==> src/rtl/muldiv_unit.sv <==
// Iterative RV32M multiply/divide unit: 32-cycle shift-add / restoring divide on magnitudes.
// Optional single-cycle multiply when MULDIV_FAST_MUL_EN is defined.

`ifndef ALU_MUL
`define ALU_MUL    6'h20
`define ALU_MULH   6'h21
`define ALU_MULHSU 6'h22
`define ALU_MULHU  6'h23
`define ALU_DIV    6'h24
`define ALU_DIVU   6'h25
`define ALU_REM    6'h26
`define ALU_REMU   6'h27
`endif

// state | meaning
// IDLE  | waiting for an accepted M-extension start
// CALC  | one multiply/divide bit per cycle, 32 cycles
// DONE  | result valid, done pulsed for one cycle
module muldiv_unit (
   input  logic        clk,
   input  logic        nrst,
   input  logic        start,
   input  logic [5:0]  alucode,
   input  logic [31:0] op1,
   input  logic [31:0] op2,
   input  logic        flush,
   output logic        busy,
   output logic        done,
   output logic [31:0] result
);

   typedef enum logic [1:0] {IDLE = 2'd0, CALC = 2'd1, DONE = 2'd2} state_t;

   state_t      state_q, state_d;
   logic [5:0]  op_q;
   logic        neg_q;
   logic [31:0] mag_b_q;
   logic [31:0] acc_hi_q;
   logic [31:0] acc_lo_q;
   logic [4:0]  cnt_q;

   logic        in_m, in_div, in_rem, in_sgn1, in_sgn2, in_signed_div;
   logic        neg1, neg2;
   logic [31:0] mag1, mag2;
   logic        div_zero, div_ovf, shortcut, accept;
   logic [31:0] special_res;

   always_comb begin
      in_m    = 1'b1;
      in_div  = 1'b0;
      in_rem  = 1'b0;
      in_sgn1 = 1'b0;
      in_sgn2 = 1'b0;
      in_signed_div = 1'b0;
      case (alucode)
         `ALU_MUL:    ;
         `ALU_MULH:   begin in_sgn1 = 1'b1; in_sgn2 = 1'b1; end
         `ALU_MULHSU: in_sgn1 = 1'b1;
         `ALU_MULHU:  ;
         `ALU_DIV:    begin in_div = 1'b1; in_sgn1 = 1'b1; in_sgn2 = 1'b1; in_signed_div = 1'b1; end
         `ALU_DIVU:   in_div = 1'b1;
         `ALU_REM:    begin in_div = 1'b1; in_rem = 1'b1; in_sgn1 = 1'b1; in_sgn2 = 1'b1;
                            in_signed_div = 1'b1; end
         `ALU_REMU:   begin in_div = 1'b1; in_rem = 1'b1; end
         default:     in_m = 1'b0;
      endcase
   end

   assign neg1 = in_sgn1 & op1[31];
   assign neg2 = in_sgn2 & op2[31];
   assign mag1 = neg1 ? (32'd0 - op1) : op1;
   assign mag2 = neg2 ? (32'd0 - op2) : op2;

   assign div_zero = in_div && (op2 == 32'd0);
   assign div_ovf  = in_signed_div && (op1 == 32'h8000_0000) && (op2 == 32'hFFFF_FFFF);

`ifdef MULDIV_FAST_MUL_EN
   logic [63:0] fast_a, fast_b, fast_prod;
   assign fast_a    = in_sgn1 ? {{32{op1[31]}}, op1} : {32'd0, op1};
   assign fast_b    = in_sgn2 ? {{32{op2[31]}}, op2} : {32'd0, op2};
   assign fast_prod = fast_a * fast_b;
   assign shortcut  = div_zero || div_ovf || !in_div;
`else
   assign shortcut  = div_zero || div_ovf;
`endif

   always_comb begin
      special_res = 32'd0;
      if (div_zero)
         special_res = in_rem ? op1 : 32'hFFFF_FFFF;
      else if (div_ovf)
         special_res = in_rem ? 32'd0 : 32'h8000_0000;
`ifdef MULDIV_FAST_MUL_EN
      else if (!in_div)
         special_res = (alucode == `ALU_MUL) ? fast_prod[31:0] : fast_prod[63:32];
`endif
   end

   assign accept = (state_q == IDLE) && start && !flush && in_m;

   // One iteration step for both datapaths, computed from the latched accumulators.
   logic        op_div, op_rem;
   logic [32:0] mul_sum;
   logic [31:0] mul_hi_n, mul_lo_n;
   logic [32:0] div_shift;
   logic        div_ok;
   logic [31:0] div_sub, div_hi_n, div_lo_n;
   logic [63:0] prod_s;
   logic [31:0] div_val, final_res;

   assign op_div = (op_q == `ALU_DIV) || (op_q == `ALU_DIVU) ||
                   (op_q == `ALU_REM) || (op_q == `ALU_REMU);
   assign op_rem = (op_q == `ALU_REM) || (op_q == `ALU_REMU);

   assign mul_sum  = {1'b0, acc_hi_q} + (acc_lo_q[0] ? {1'b0, mag_b_q} : 33'd0);
   assign mul_hi_n = mul_sum[32:1];
   assign mul_lo_n = {mul_sum[0], acc_lo_q[31:1]};

   assign div_shift = {acc_hi_q, acc_lo_q[31]};
   assign div_ok    = div_shift >= {1'b0, mag_b_q};
   assign div_sub   = div_shift[31:0] - mag_b_q;
   assign div_hi_n  = div_ok ? div_sub : div_shift[31:0];
   assign div_lo_n  = {acc_lo_q[30:0], div_ok};

   assign prod_s  = neg_q ? (64'd0 - {mul_hi_n, mul_lo_n}) : {mul_hi_n, mul_lo_n};
   assign div_val = op_rem ? div_hi_n : div_lo_n;

   always_comb begin
      if (op_div)
         final_res = neg_q ? (32'd0 - div_val) : div_val;
      else if (op_q == `ALU_MUL)
         final_res = prod_s[31:0];
      else
         final_res = prod_s[63:32];
   end

   always_ff @(posedge clk or negedge nrst) begin
      if (!nrst)
         state_q <= IDLE;
      else
         state_q <= state_d;
   end

   always_comb begin
      state_d = state_q;
      case (state_q)
         IDLE:    if (accept) state_d = shortcut ? DONE : CALC;
         CALC:    if (flush) state_d = IDLE;
                  else if (cnt_q == 5'd0) state_d = DONE;
         DONE:    state_d = IDLE;
         default: state_d = IDLE;
      endcase
   end

   always_comb begin
      busy = (state_q != IDLE);
      done = (state_q == DONE) && !flush;
   end

   always_ff @(posedge clk or negedge nrst) begin
      if (!nrst) begin
         op_q     <= 6'd0;
         neg_q    <= 1'b0;
         mag_b_q  <= 32'd0;
         acc_hi_q <= 32'd0;
         acc_lo_q <= 32'd0;
         cnt_q    <= 5'd0;
         result   <= 32'd0;
      end else if (accept) begin
         op_q     <= alucode;
         neg_q    <= neg1 ^ (in_rem ? 1'b0 : neg2);
         mag_b_q  <= in_div ? mag2 : mag1;
         acc_hi_q <= 32'd0;
         acc_lo_q <= in_div ? mag1 : mag2;
         cnt_q    <= 5'd31;
         if (shortcut)
            result <= special_res;
      end else if ((state_q == CALC) && !flush) begin
         acc_hi_q <= op_div ? div_hi_n : mul_hi_n;
         acc_lo_q <= op_div ? div_lo_n : mul_lo_n;
         cnt_q    <= cnt_q - 5'd1;
         if (cnt_q == 5'd0)
            result <= final_res;
      end
   end

endmodule

==> config.mk <==
export PLATFORM = sky130hd
export DESIGN_NAME = muldiv_unit
export DESIGN_NICKNAME = d
export VERILOG_FILES = /design/src/rtl/muldiv_unit.sv
export SDC_FILE = /design/constraint.sdc
export NUM_CORES = 1
export LEC_CHECK = 0
export ABC_CLOCK_PERIOD_IN_PS = 8500
export CAP_MARGIN = 20
export CORE_ASPECT_RATIO = 1.25
export CORE_MARGIN = 4
export CORE_UTILIZATION = 55
export CTS_CLUSTER_DIAMETER = 40
export CTS_CLUSTER_SIZE = 16
export DETAILED_ROUTE_END_ITERATION = 12
export PLACE_DENSITY = 0.81
export RECOVER_POWER = 25
export SLEW_MARGIN = 20
export SYNTH_ARGS = -nofsm -noshare
export SYNTH_HDL_FRONTEND = slang
export SYNTH_SLANG_ARGS = --single-unit
export TNS_END_PERCENT = 30
==> constraint.sdc <==
create_clock -name clk -period 8.5 [get_ports clk]
set_input_delay 1.7 -clock clk [delete_from_list [all_inputs] [get_ports clk]]
set_output_delay 1.7 -clock clk [all_outputs]
set_load 0.01 [all_outputs]
After elaboration in Yosys (flattened, before gate mapping)
Index checks and enable logic that the tools add are counted.
{"block": "word_totals", "reg_bits": 142, "in_bits": 74, "output_inout_bits": 34, "word_cells": 106}
{"block": "classes", "addsub": 7, "order_cmp": 1, "eq_ne": 20, "muxes": 39, "bitwise": 3, "n_reduce_logical": 28}
{"cell": "two-way mux 32 bit", "n": 24}
{"cell": "subtractor 1 x 32 -> 32 bit (first input constant)", "n": 3}
{"cell": "equality test 6 bit (second input constant)", "n": 13}
{"cell": "equality test 32 bit (second input constant)", "n": 2}
{"cell": "two-way mux 64 bit", "n": 1}
{"cell": "subtractor 1 x 64 -> 64 bit (first input constant)", "n": 1}
{"cell": "adder 32 x 32 -> 33 bit", "n": 1}
{"cell": "greater-or-equal comparator 33 x 32 -> 1 bit", "n": 1}
{"cell": "logical NOT 32 bit", "n": 1}
{"cell": "subtractor 32 bit", "n": 1}
{"cell": "two-way mux 5 bit", "n": 2}
{"cell": "logical AND 1 bit", "n": 8}
{"cell": "two-way mux 2 bit", "n": 4}
{"cell": "OR reduction 4 bit", "n": 2}
{"cell": "OR reduction 8 bit", "n": 1}
{"cell": "two-way mux 1 bit", "n": 7}
{"cell": "nonzero test 2 bit", "n": 3}
{"cell": "logical NOT 5 bit", "n": 1}
{"cell": "logical OR 1 bit", "n": 5}
{"cell": "subtractor 5 x 1 -> 5 bit (second input constant)", "n": 1}
{"cell": "inequality test 2 bit (second input constant)", "n": 2}
{"cell": "one-hot mux 2 bit (2 select lines)", "n": 1}
{"cell": "OR reduction 2 bit", "n": 2}
{"cell": "inequality test 3 bit (second input constant)", "n": 1}
{"cell": "other kinds (9)", "n": 10}

Logic depth before layout (Yosys ltp)
{"block": "logic_depth", "ltp_word": 9, "depth_mapped": 21, "mapped_depth_nobuf": 19}

Least setup slack after synthesis
No wires, ideal clock.
{"block": "synth_timing", "kind": "register to register", "startpoint": "register acc_hi_q[23]", "endpoint": "register result[26]", "setup_time_ns": 0.124, "t_arrival_ns": 4.729, "required_ns": 8.376, "setup_slack_ns": 3.648, "stages_incl_launch_ff": 20, "path_buffers": 2, "period_less_slack_ns": 4.852, "cell_sequence": "dfrtp_1 > ha_1 > a21oi_1 > o21ai_0 > a22oi_1 > o211ai_1 > nor3_2 > clkbuf_1 > clkbuf_1 > a21oi_1 > a31oi_1 > ha_1 > nand2_1 > nor4b_1 > o32a_1 > nand2_1 > or4_1 > o311ai_0 > o41ai_1 > a211o_1"}
{"block": "synth_via", "elab_chain_cells": 9, "word_cells_on_any_way": 14, "classes_between": "add/sub: 4; order compare: 1; mux: 9"}
{"item": "from (decl)", "line_no": "38", "rtl": "logic [31:0] acc_hi_q;"}
{"item": "from (signal assigned)", "line_no": "179", "rtl": "acc_hi_q <= op_div ? div_hi_n : mul_hi_n;"}
{"item": "subtractor 32 bit / greater-or-equal comparator 33 x 32 -> 1 bit (equally long branches)", "line_no": "121, 120"}
{"item": "two-way mux 32 bit", "line_no": "122", "rtl": "assign div_hi_n = div_ok ? div_sub : div_shift[31:0];"}
{"item": "two-way mux 32 bit", "line_no": "126", "rtl": "assign div_val = op_rem ? div_hi_n : div_lo_n;"}
{"item": "subtractor 1 x 32 -> 32 bit", "line_no": "130", "rtl": "final_res = neg_q ? (32'd0 - div_val) : div_val;"}
{"item": "two-way mux 32 bit", "line_no": "130"}
{"item": "two-way mux 32 bit *", "line_no": "129", "rtl": "if (op_div)"}
{"item": "two-way mux 32 bit *", "line_no": "182", "rtl": "if (cnt_q == 5'd0)"}
{"item": "two-way mux 32 bit *", "line_no": "178", "rtl": "end else if ((state_q == CALC) && !flush) begin"}
{"item": "two-way mux 32 bit *", "line_no": "169", "rtl": "end else if (accept) begin"}
{"item": "to (signal assigned)", "line_no": "177", "rtl": "result <= special_res;"}
{"item": "to (signal assigned)", "line_no": "183", "rtl": "result <= final_res;"}
{"item": "to (decl)", "line_no": "29", "rtl": "output logic [31:0] result"}
Mark *: on every way between the ends. The rest lies on a longest branch, timed or not. The select of a mux whose other input is x is not followed.
A chain may end at the register's enable or synchronous reset.

==> out/qor.csv <==
metric,value,unit
status,finished with violations,
failing checks,"capacitance limit, slew limit",
Hold/Removal Path Class,flop to flop,
CP startpoint,nrst,
Final min period,6.32,ns
vias in the first global route,17033,
critical setup path kind,primary input to async pin,
root buffer cell,clkbuf_16,
"Slew Viols, Final",145,
core box area,29500,sq um
Post-CTS Setup Bufs,0,
drt total wl,63800,um
max cap viols,2,
most frequent cell after synthesis,nand2_1,
Synth top cells by count,"297 x nand2_1, 249 x o21ai_0, 220 x a21oi_1",
First DRT Iteration DRCs,2388,
net switching power,2.21,mW
cts bufs inserted,17,
Max clock buf depth,2,
number of detailed-route iterations in the first pass,6,
final worst-path cycle share,74.3,%
"Clk pin slew, worst setup/hold paths",0.06,ns
H-tree levels,4,
r2r setup slk,2.75,ns
via count,18347,
register area share after synthesis,21.4,%
Post-Place Cell Area,17700,sq um
kind of cell adding the most delay to the critical path,buffers and inverters,
worst rel slew slack,-193,%
post-route ant nets,0,
clock share of power,17.6,%
total track usage,37.8,%
capture point of the worst path,acc_lo_q[0],
Worst path depth,2,
FMAX,158,MHz
WP data required,8.58,ns
critical path peak fanout,78,
combinational power share,57.5,%
hold buffer count at cts,0,
Final Skew,0.00985,ns
final number of hold-violating endpoints,0,
die height,202,um
Worst Tran Pin Value,4.39,ns
leakage,7.33,nW
Layout Nets,2478,
hpwl dp,48500,um
Critical Path End Type,async pin,
Sink Count,142,
YS warnings,0,
CP Launch Type,primary input,
Die W,163,um
worst reg2reg startpoint,acc_hi_q[1],
CP Buf/Inv Count,2,
Syn-to-layout area delta,9.83,%
cell area after synthesis,16600,sq um
# rows,70,
RSZ-0062 raised after global routing,no,
# resized after CTS,0,
CTS tree,yes,
antenna violations before repair,1,
Yosys cell types,85,
ys flop type,dfrtp_1,
Routed WL per cell,23.3,um
Peak VDD IR,153,uV
terminus of the critical flop-to-flop path,result[26],
sw frac,50.2,%
Post-Synthesis Cells,2364,
Worst path max stage delay,3.01,ns
critical path arrival,6.40,ns
top post-synthesis cells by area,"dfrtp_1 21%, o21ai_0 7.5%, nand2_1 6.7%",
asr flop ratio synth,100,%
"Clk Latency, worst-skew pair",0.44,ns
initial core utilization,56.3,%
Power Density,241,nW/um^2
layout cells sized above 1,4.48,%
global-route wire length before repair,98400,um
largest net degree at the start of global routing,100,
number of flops mapped to enable cells by yosys,0,
leading area contributor after synthesis,dfrtp_1,
IO buf count,107,
post-route cell area,18300,sq um
setup TNS,0,ns
Setup Viol. Count Final,0,
Slowest cell on crit path,clkbuf_1,
Placer Congestion,1.05,
grt total ovfl,0,
ANT cells,0,
"flops & latches, synth",142,
Post-Syn Nets,2511,
internal power,2.19,mW
Ports,108,
DRC errors left,0,
die area,33100,sq um
worst path cell trace,clkbuf_1 > clkbuf_2,
"Avg Cell Area, Syn",7.03,sq um
Yosys top cell area share,21.4,%
fraction of power consumed by sequential logic,24.9,%
Vias/cell,6.70,
reg2reg path depth,14,
==> registers in the layout (all words and copies together), names as in the netlist <==
register / cells
acc_hi_q: 32
acc_lo_q: 32
mag_b_q: 32
result: 32
op_q: 6
cnt_q: 5
state_q: 2
neg_q: 1
==> cell usage in the layout (no fill, tap or decap), drive strengths merged, types with 11 or more instances in the layout <==
master	Yosys	layout
nand2	298	298
a211oi	22	22
o31ai	33	33
clkbuf	158	25
and2	58	58
o41ai	17	17
buf	25	23
a21oi	220	220
xnor2	106	106
ha	71	71
mux2	11	11
and3	24	24
o21ai	255	255
dfrtp	142	142
nand4	29	29
nand3	93	93
inv	64	65
nor2b	13	13
nor3	49	49
or4	23	23
clkdlybuf4s50	0	106
o211ai	88	88
xor2	75	75
a211o	15	15
or3	22	22
mux2i	30	30
a21o	23	23
nor4	27	27
a31oi	22	22
nor2	198	198
o21a	13	13
==> worst min-delay path, cell delays in order, from the launching register on <==
cell and delay (ns):
dfrtp_1 0.35, nand2_1 0.05, nand2_1 0.05
==> metal layers <==
layer / track usage (%) / vias up / wire length (um)
li1: - / 8506 / -
met1: 50.3 / 8557 / 25300
met2: 57.7 / 1097 / 28100
met3: 7.67 / 185 / 6570
met4: 20.1 / 2 / 3890
met5: 0 / - / 19
==> power by group through the flow <==
stage | Sequential, mW | Clock, mW | Combinational [mW]
after floorplan | 0.920 | 0 | 1.85
after global placement | 1.09 | 0 | 2.40
after detailed placement | 1.09 | 0 | 2.42
after CTS | 1.08 | 0.777 | 2.45
after global routing | 1.12 | 0.803 | 2.75
final | 1.10 | 0.777 | 2.53
==> metrics by stage <==
stage | hold slack [ns] | power [mW] | instances | worst slack (ns) | utilization, %
6_report | 0.477 | 4.40 | 2740 | 2.18 | 61.8
5_1_grt | 0.502 | 4.67 | 2740 | 1.23 | 61.8
4_1_cts | 0.480 | 4.31 | 2740 | 2.62 | 61.9
3_5_place_dp | 0.464 | 3.52 | 2708 | 2.22 | 59.9
3_3_place_gp | 0.460 | 3.49 | 2708 | 2.28 | 59.9
2_1_floorplan | 0.441 | 2.77 | 2364 | 3.65 | -
==> worst min-delay path by stage <==
stage	startpoint	endpoint	slack, ns	cells after the start
floorplan	op_q[5]	op_q[5]	0.44	1
global placement	result[17]	result[17]	0.46	2
detailed placement	result[17]	result[17]	0.46	2
CTS	result[17]	result[17]	0.48	2
global route	result[2]	result[2]	0.50	2
finish	result[17]	result[17]	0.48	2
==> cells by family (layout without fill, tap and decap cells) <==
group | count (synthesis) | in the layout | synth area share, %
buf+inv | 249 | 229 | 5.78
compound gates | 797 | 797 | 29.6
simple gates | 881 | 881 | 25.5
xor+xnor | 181 | 181 | 9.54
flops | 142 | 142 | 21.4
fa+ha+maj | 73 | 73 | 5.59
mux | 41 | 41 | 2.55
==> layout make-up <==
type / instances / area (sq um)
tap: 396 / 495
clock inverter: 9 / 109
inverter: 66 / 248
timing repair buffer: 131 / 1240
clock buffer: 23 / 478
fill: 2787 / 11300
multi-input combinational: 1973 / 12100
sequential: 142 / 3560
Power figures use the tool's default switching activity.
